File: src/rtl/kf76489_pkg.sv
// ============================================================================
// kf76489_pkg : shared types and constants for the KF76489 register controller
// Revision    : 1.0
// ============================================================================
`default_nettype none

package kf76489_pkg;

  typedef enum logic {
    FREQ  = 1'b0,
    ATTEN = 1'b1
  } reg_type_t;

  typedef enum logic [1:0] {
    IDLE   = 2'd0,
    DECODE = 2'd1,
    STROBE = 2'd2,
    BUSY   = 2'd3
  } state_t;

  localparam logic [1:0] NOISE_CHANNEL = 2'd3;
  localparam int         LATCH_BIT     = 7;

endpackage

`default_nettype wire

File: src/rtl/kf76489_write_synchronizer.sv
// ============================================================================
// kf76489_write_synchronizer : CPU strobe synchroniser plus rising-edge detect
// Revision                   : 1.0
// ============================================================================
`default_nettype none

module kf76489_write_synchronizer #(
  parameter int SYNC_STAGES = 2
) (
  input  logic clock,
  input  logic reset,
  input  logic chip_enable_n_i,
  input  logic write_enable_n_i,
  output logic wr_active_o,
  output logic wr_rise_o
);

  // Each stage holds {chip_enable_n, write_enable_n}; reset to the inactive level
  logic [SYNC_STAGES-1:0][1:0] sync_q;
  logic                        wr_prev_q;
  logic                        w_wr_act;

  always_ff @(posedge clock) begin
    if (reset) begin
      sync_q    <= '1;
      wr_prev_q <= 1'b0;
    end else begin
      sync_q    <= {sync_q[SYNC_STAGES-2:0], {chip_enable_n_i, write_enable_n_i}};
      wr_prev_q <= w_wr_act;
    end
  end

  assign w_wr_act    = ~sync_q[SYNC_STAGES-1][1] & ~sync_q[SYNC_STAGES-1][0];
  assign wr_active_o = w_wr_act;
  assign wr_rise_o   = w_wr_act & ~wr_prev_q;

endmodule

`default_nettype wire

File: src/rtl/kf76489_register_controller.sv
// ============================================================================
// kf76489_register_controller : CPU write sequencer / SN76489 byte decoder
// Option : KF76489_DATA_BYTE_ATTEN_EN enables data-byte attenuation/noise writes
// Revision : 1.0
// ============================================================================
`default_nettype none

module kf76489_register_controller
  import kf76489_pkg::*;
#(
  parameter int READY_CYCLES = 32,
  parameter int SYNC_STAGES  = 2
) (
  input  logic       clock,
  input  logic       reset,
  input  logic       clock_enable,
  input  logic       chip_enable_n,
  input  logic       write_enable_n,
  input  logic [7:0] data_bus_in,
  output logic       ready,
  output logic [7:0] internal_data_bus,
  output logic [2:0] write_frequency_h,
  output logic [2:0] write_frequency_l,
  output logic [3:0] write_attenuation,
  output logic       write_noise
);

`ifdef KF76489_DATA_BYTE_ATTEN_EN
  localparam logic DATA_BYTE_EXT = 1'b1;
`else
  localparam logic DATA_BYTE_EXT = 1'b0;
`endif
  localparam logic [7:0] BUSY_LAST = 8'(READY_CYCLES - 1);

  state_t     state_q, state_d;
  logic [7:0] data_q;
  logic [1:0] latch_ch_q, latch_ch_d;
  reg_type_t  latch_type_q, latch_type_d;
  logic [7:0] busy_cnt_q, busy_cnt_d;
  logic [7:0] bus_q, bus_d;
  logic [2:0] freq_h_q, freq_h_d;
  logic [2:0] freq_l_q, freq_l_d;
  logic [3:0] atten_q, atten_d;
  logic       noise_q, noise_d;
  logic       w_wr_rise;
  logic       w_is_latch;
  logic       w_apply_ext;

  kf76489_write_synchronizer #(
    .SYNC_STAGES(SYNC_STAGES)
  ) u_sync (
    .clock           (clock),
    .reset           (reset),
    .chip_enable_n_i (chip_enable_n),
    .write_enable_n_i(write_enable_n),
    .wr_active_o     (),
    .wr_rise_o       (w_wr_rise)
  );

  assign w_is_latch  = data_q[LATCH_BIT];
  assign w_apply_ext = w_is_latch | DATA_BYTE_EXT;

  always_ff @(posedge clock) begin
    if (reset) begin
      state_q      <= IDLE;
      data_q       <= 8'h00;
      latch_ch_q   <= 2'd0;
      latch_type_q <= FREQ;
      busy_cnt_q   <= 8'd0;
      bus_q        <= 8'h00;
      freq_h_q     <= 3'b000;
      freq_l_q     <= 3'b000;
      atten_q      <= 4'b0000;
      noise_q      <= 1'b0;
    end else begin
      state_q      <= state_d;
      latch_ch_q   <= latch_ch_d;
      latch_type_q <= latch_type_d;
      busy_cnt_q   <= busy_cnt_d;
      bus_q        <= bus_d;
      freq_h_q     <= freq_h_d;
      freq_l_q     <= freq_l_d;
      atten_q      <= atten_d;
      noise_q      <= noise_d;
      if (state_q == IDLE && w_wr_rise) begin
        data_q <= data_bus_in;
      end
    end
  end

  always_comb begin
    state_d      = state_q;
    latch_ch_d   = latch_ch_q;
    latch_type_d = latch_type_q;
    busy_cnt_d   = busy_cnt_q;
    bus_d        = bus_q;
    freq_h_d     = 3'b000;
    freq_l_d     = 3'b000;
    atten_d      = 4'b0000;
    noise_d      = 1'b0;

    case (state_q)
      IDLE: begin
        if (w_wr_rise) state_d = DECODE;
      end
      DECODE: begin
        state_d = STROBE;
        if (w_is_latch) begin
          latch_ch_d   = data_q[6:5];
          latch_type_d = reg_type_t'(data_q[4]);
        end
        // Strobes are registered here so they appear one cycle later, in STROBE
        if (latch_type_d == ATTEN) begin
          if (w_apply_ext) begin
            bus_d   = {data_q[3:0], 4'h0};
            atten_d = 4'b0001 << latch_ch_d;
          end
        end else if (latch_ch_d == NOISE_CHANNEL) begin
          if (w_apply_ext) begin
            bus_d   = {1'b0, data_q[2:0], 4'h0};
            noise_d = 1'b1;
          end
        end else if (w_is_latch) begin
          bus_d    = {data_q[3:0], 4'h0};
          freq_h_d = 3'b001 << latch_ch_d;
        end else begin
          bus_d    = {data_q[5:0], 2'b00};
          freq_l_d = 3'b001 << latch_ch_d;
        end
      end
      STROBE: begin
        state_d    = BUSY;
        busy_cnt_d = 8'd0;
      end
      BUSY: begin
        if (clock_enable) begin
          if (busy_cnt_q == BUSY_LAST) begin
            busy_cnt_d = 8'd0;
            state_d    = IDLE;
          end else begin
            busy_cnt_d = busy_cnt_q + 8'd1;
          end
        end
      end
      default: state_d = IDLE;
    endcase
  end

  assign ready             = (state_q == IDLE);
  assign internal_data_bus = bus_q;
  assign write_frequency_h = freq_h_q;
  assign write_frequency_l = freq_l_q;
  assign write_attenuation = atten_q;
  assign write_noise       = noise_q;

endmodule

`default_nettype wire
File: config.mk
export PLATFORM = sky130hd
export DESIGN_NAME = kf76489_register_controller
export DESIGN_NICKNAME = d
export VERILOG_FILES = /design/src/rtl/kf76489_pkg.sv /design/src/rtl/kf76489_write_synchronizer.sv /design/src/rtl/kf76489_register_controller.sv
export SDC_FILE = /design/constraint.sdc
export NUM_CORES = 1
export LEC_CHECK = 0
export BUFFER_PORTS_ARGS = -buffer_cell sky130_fd_sc_hd__clkbuf_2
export CORE_UTILIZATION = 54
export DETAILED_ROUTE_END_ITERATION = 8
export PLACE_DENSITY = 0.78
export SETUP_SLACK_MARGIN = 0.4
export SYNTH_ARGS = -nofsm -noshare
export SYNTH_HDL_FRONTEND = slang
export SYNTH_HIERARCHICAL = 1
export SYNTH_SLANG_ARGS = --single-unit
export TNS_END_PERCENT = 5
File: constraint.sdc
create_clock -name clock -period 1.8 [get_ports clock]
set_input_delay 0 -clock clock [delete_from_list [all_inputs] [get_ports clock]]
set_output_delay 0 -clock clock [all_outputs]
set_load 0.005 [all_outputs]
==> results.md <==
- Final Routed Wirelength: 3950 um
- Worst skew pair latency: 0.35 ns
- Max-cap violations: 0
- Tmin final: 1.50 ns
- Yosys warns: 6
- Routed vias/inst: 5.31
- Worst Path Required: 2.03 ns
- Clock buffer depth: 2
- Cells after Synth: 203
- Dpl ws: 0.245 ns
- Avg Synthesized Cell Area: 8.59 sq um
- WL/cell: 13.4 um
- Layout net count: 269
- # fillers: 228
- Unrepaired setup endpoints after global routing: yes
- Core area: 0.00305 sq mm
- Fin cells: 294
- HPWL Detailed: 2110 um
- Cell chain of the critical path: clkinvlp_4 > ha_4 > mux2i_4 > nor3_1 > xnor2_1 > nor2_1
- Final period util: 83.1%
- Die area: 0.00346 sq mm
- Total negative slack: 0 ns
- Final WS setup: 0.304 ns
- Outcome: finished clean
- Clk pin slew, worst setup/hold paths: 0.13 ns
- Most frequent cells in the layout: 39 x dfxtp_1, 33 x nor2_1, 30 x clkbuf_2, 20 x nand2_1, 18 x a21oi_1
- Crit-path max FO: 6
- Initial Utilization: 57.1%
- Gpl congestion: 0.877
- Clock share of power: 30.8%
- # diodes: 0
- Drt pass-1 iters: 5
- Share of cells above drive strength 1: 27.6%
- Routed Antenna Nets: 0
- Final Hold Fails: 0
- Startpoint types: flop
- Fmax: 669 MHz
- Cell Area, Synth: 0.00174 sq mm
- Dpl cell area: 0.00192 sq mm
- CP Data Arrival Time: 1.73 ns
- Worst Clk Skew: 0.0210 ns
- Switching power total: 0.465 mW
- Part of the power in registers: 54.1%
- WP buf/inv: 1
- Hold Crit Class: in2reg
- Clock sinks: 43
- Final setup vio count: 0
- First-pass GRT wire length: 5530 um
- Die W: 58.8 um
- Die height: 58.8 um
- Top Family by Delay on Critical Path: flip-flops
- Largest net degree at the start of global routing: 23
- # DRC: 0
- Crit end category: flop
- Max stage delay on crit path: 0.42 ns
- Part of the power in combinational logic: 15.1%
- Vias in the first global route: 1,290
- Worst VDD drop: 0.518 mV
- Commonest non-fill, non-tap cell in the layout: dfxtp_1
- H-tree levels: 2
- Initial antenna violation count: 0
- Tot GR Track Use: 20.8%
- I/O Buffers: 30
- Slowest stage cell, crit path: dfxtp_4
- Clock Tree Root: clkbuf_4
- Count of pins over their slew limit: 0
- Row Count: 20
- PwrDens: 825 mW/mm^2
- CTS tree: built
- Routed vias: 1,561
- Pleak: 0.877 nW
- Int Pwr: 1.42 mW
- CTS buffer count: 5
- CP Class: reg2reg
- DR iter-0 viols: 83
- Top-level port count: 33
- Sw frac: 24.6%
- GRT overflow: 0
- Design Area, Final: 0.00229 sq mm
- Syn-to-layout area delta: 31.3%
- Dpl cells: 268
==> what timing repair did <==
item / 4_1_cts / 5_1_grt
pin swaps: 1 / 2
endpoints found under the setup margin: 20 / 21
hold buffers: 11 / 0
buffers inserted: 4 / 4
hold endpoints to repair: 11 / 0
gates resized for setup: 17 / 14
==> final timing paths <==
path | from | endpoint | slack [ns] | cells past startpoint
worst min register to register | u_sync/sync_q[0]$_SDFF_PP1_ | u_sync/sync_q[2]$_SDFF_PP1_ | 0.43 | 1
worst max-delay path | state_q[0]$_SDFFE_PP0P_ | busy_cnt_q[5]$_SDFFE_PP0P_ | 0.30 | 6
worst max register to register | state_q[0]$_SDFFE_PP0P_ | busy_cnt_q[5]$_SDFFE_PP0P_ | 0.30 | 6
worst min-delay path | reset | state_q[1]$_SDFFE_PP0P_ | 0.08 | 2
==> area by class of cell <==
cell class,count,area [sq um],area share [%]
clock buffers,6,41.3,1.80
clock inverters,1,30.0,1.31
inverters,4,18.8,0.820
multi-input cells,144,931,40.7
flip-flops and latches,43,871,38.0
well taps,44,55.1,2.40
repair buffers,52,343,15.0
==> power by group through the flow <==
stage                     Clock [mW]  Sequential [mW]  Combinational [mW]
after floorplan                    0             1.03               0.141
after global placement             0             1.03               0.200
after detailed placement           0             1.03               0.200
after CTS                      0.579             1.02               0.239
after global routing           0.633             1.03               0.308
final                          0.582             1.02               0.286
==> metrics by stage <==
step                      power (mW)  utilization [%]  hold slack (ns)
final                           1.89             75.0           0.0837
after global routing            1.97             75.0            0.103
after CTS                       1.83             71.9           0.0977
after detailed placement        1.23             62.9            0.187
after global placement          1.23             62.9            0.181
after floorplan                 1.18                -           0.0711
==> metal layers <==
layer	track usage (%)	vias to the layer above	routed length [um]
li1	-	783	-
met1	28.2	704	1710
met2	32.3	62	1950
met3	6.15	12	197
met4	5.78	0	85
met5	0	-	0
==> flip-flops by register name, indices dropped and copies added, names as in the netlist, 2 cells and up <==
name / count
latch_ch_q: 2
write_frequency_h: 3
busy_cnt_q: 8
u_sync/sync_q: 4
state_q: 2
internal_data_bus: 6
write_attenuation: 4
data_q: 8
write_frequency_l: 3
No activity file was read; power rests on OpenSTA's default activity.
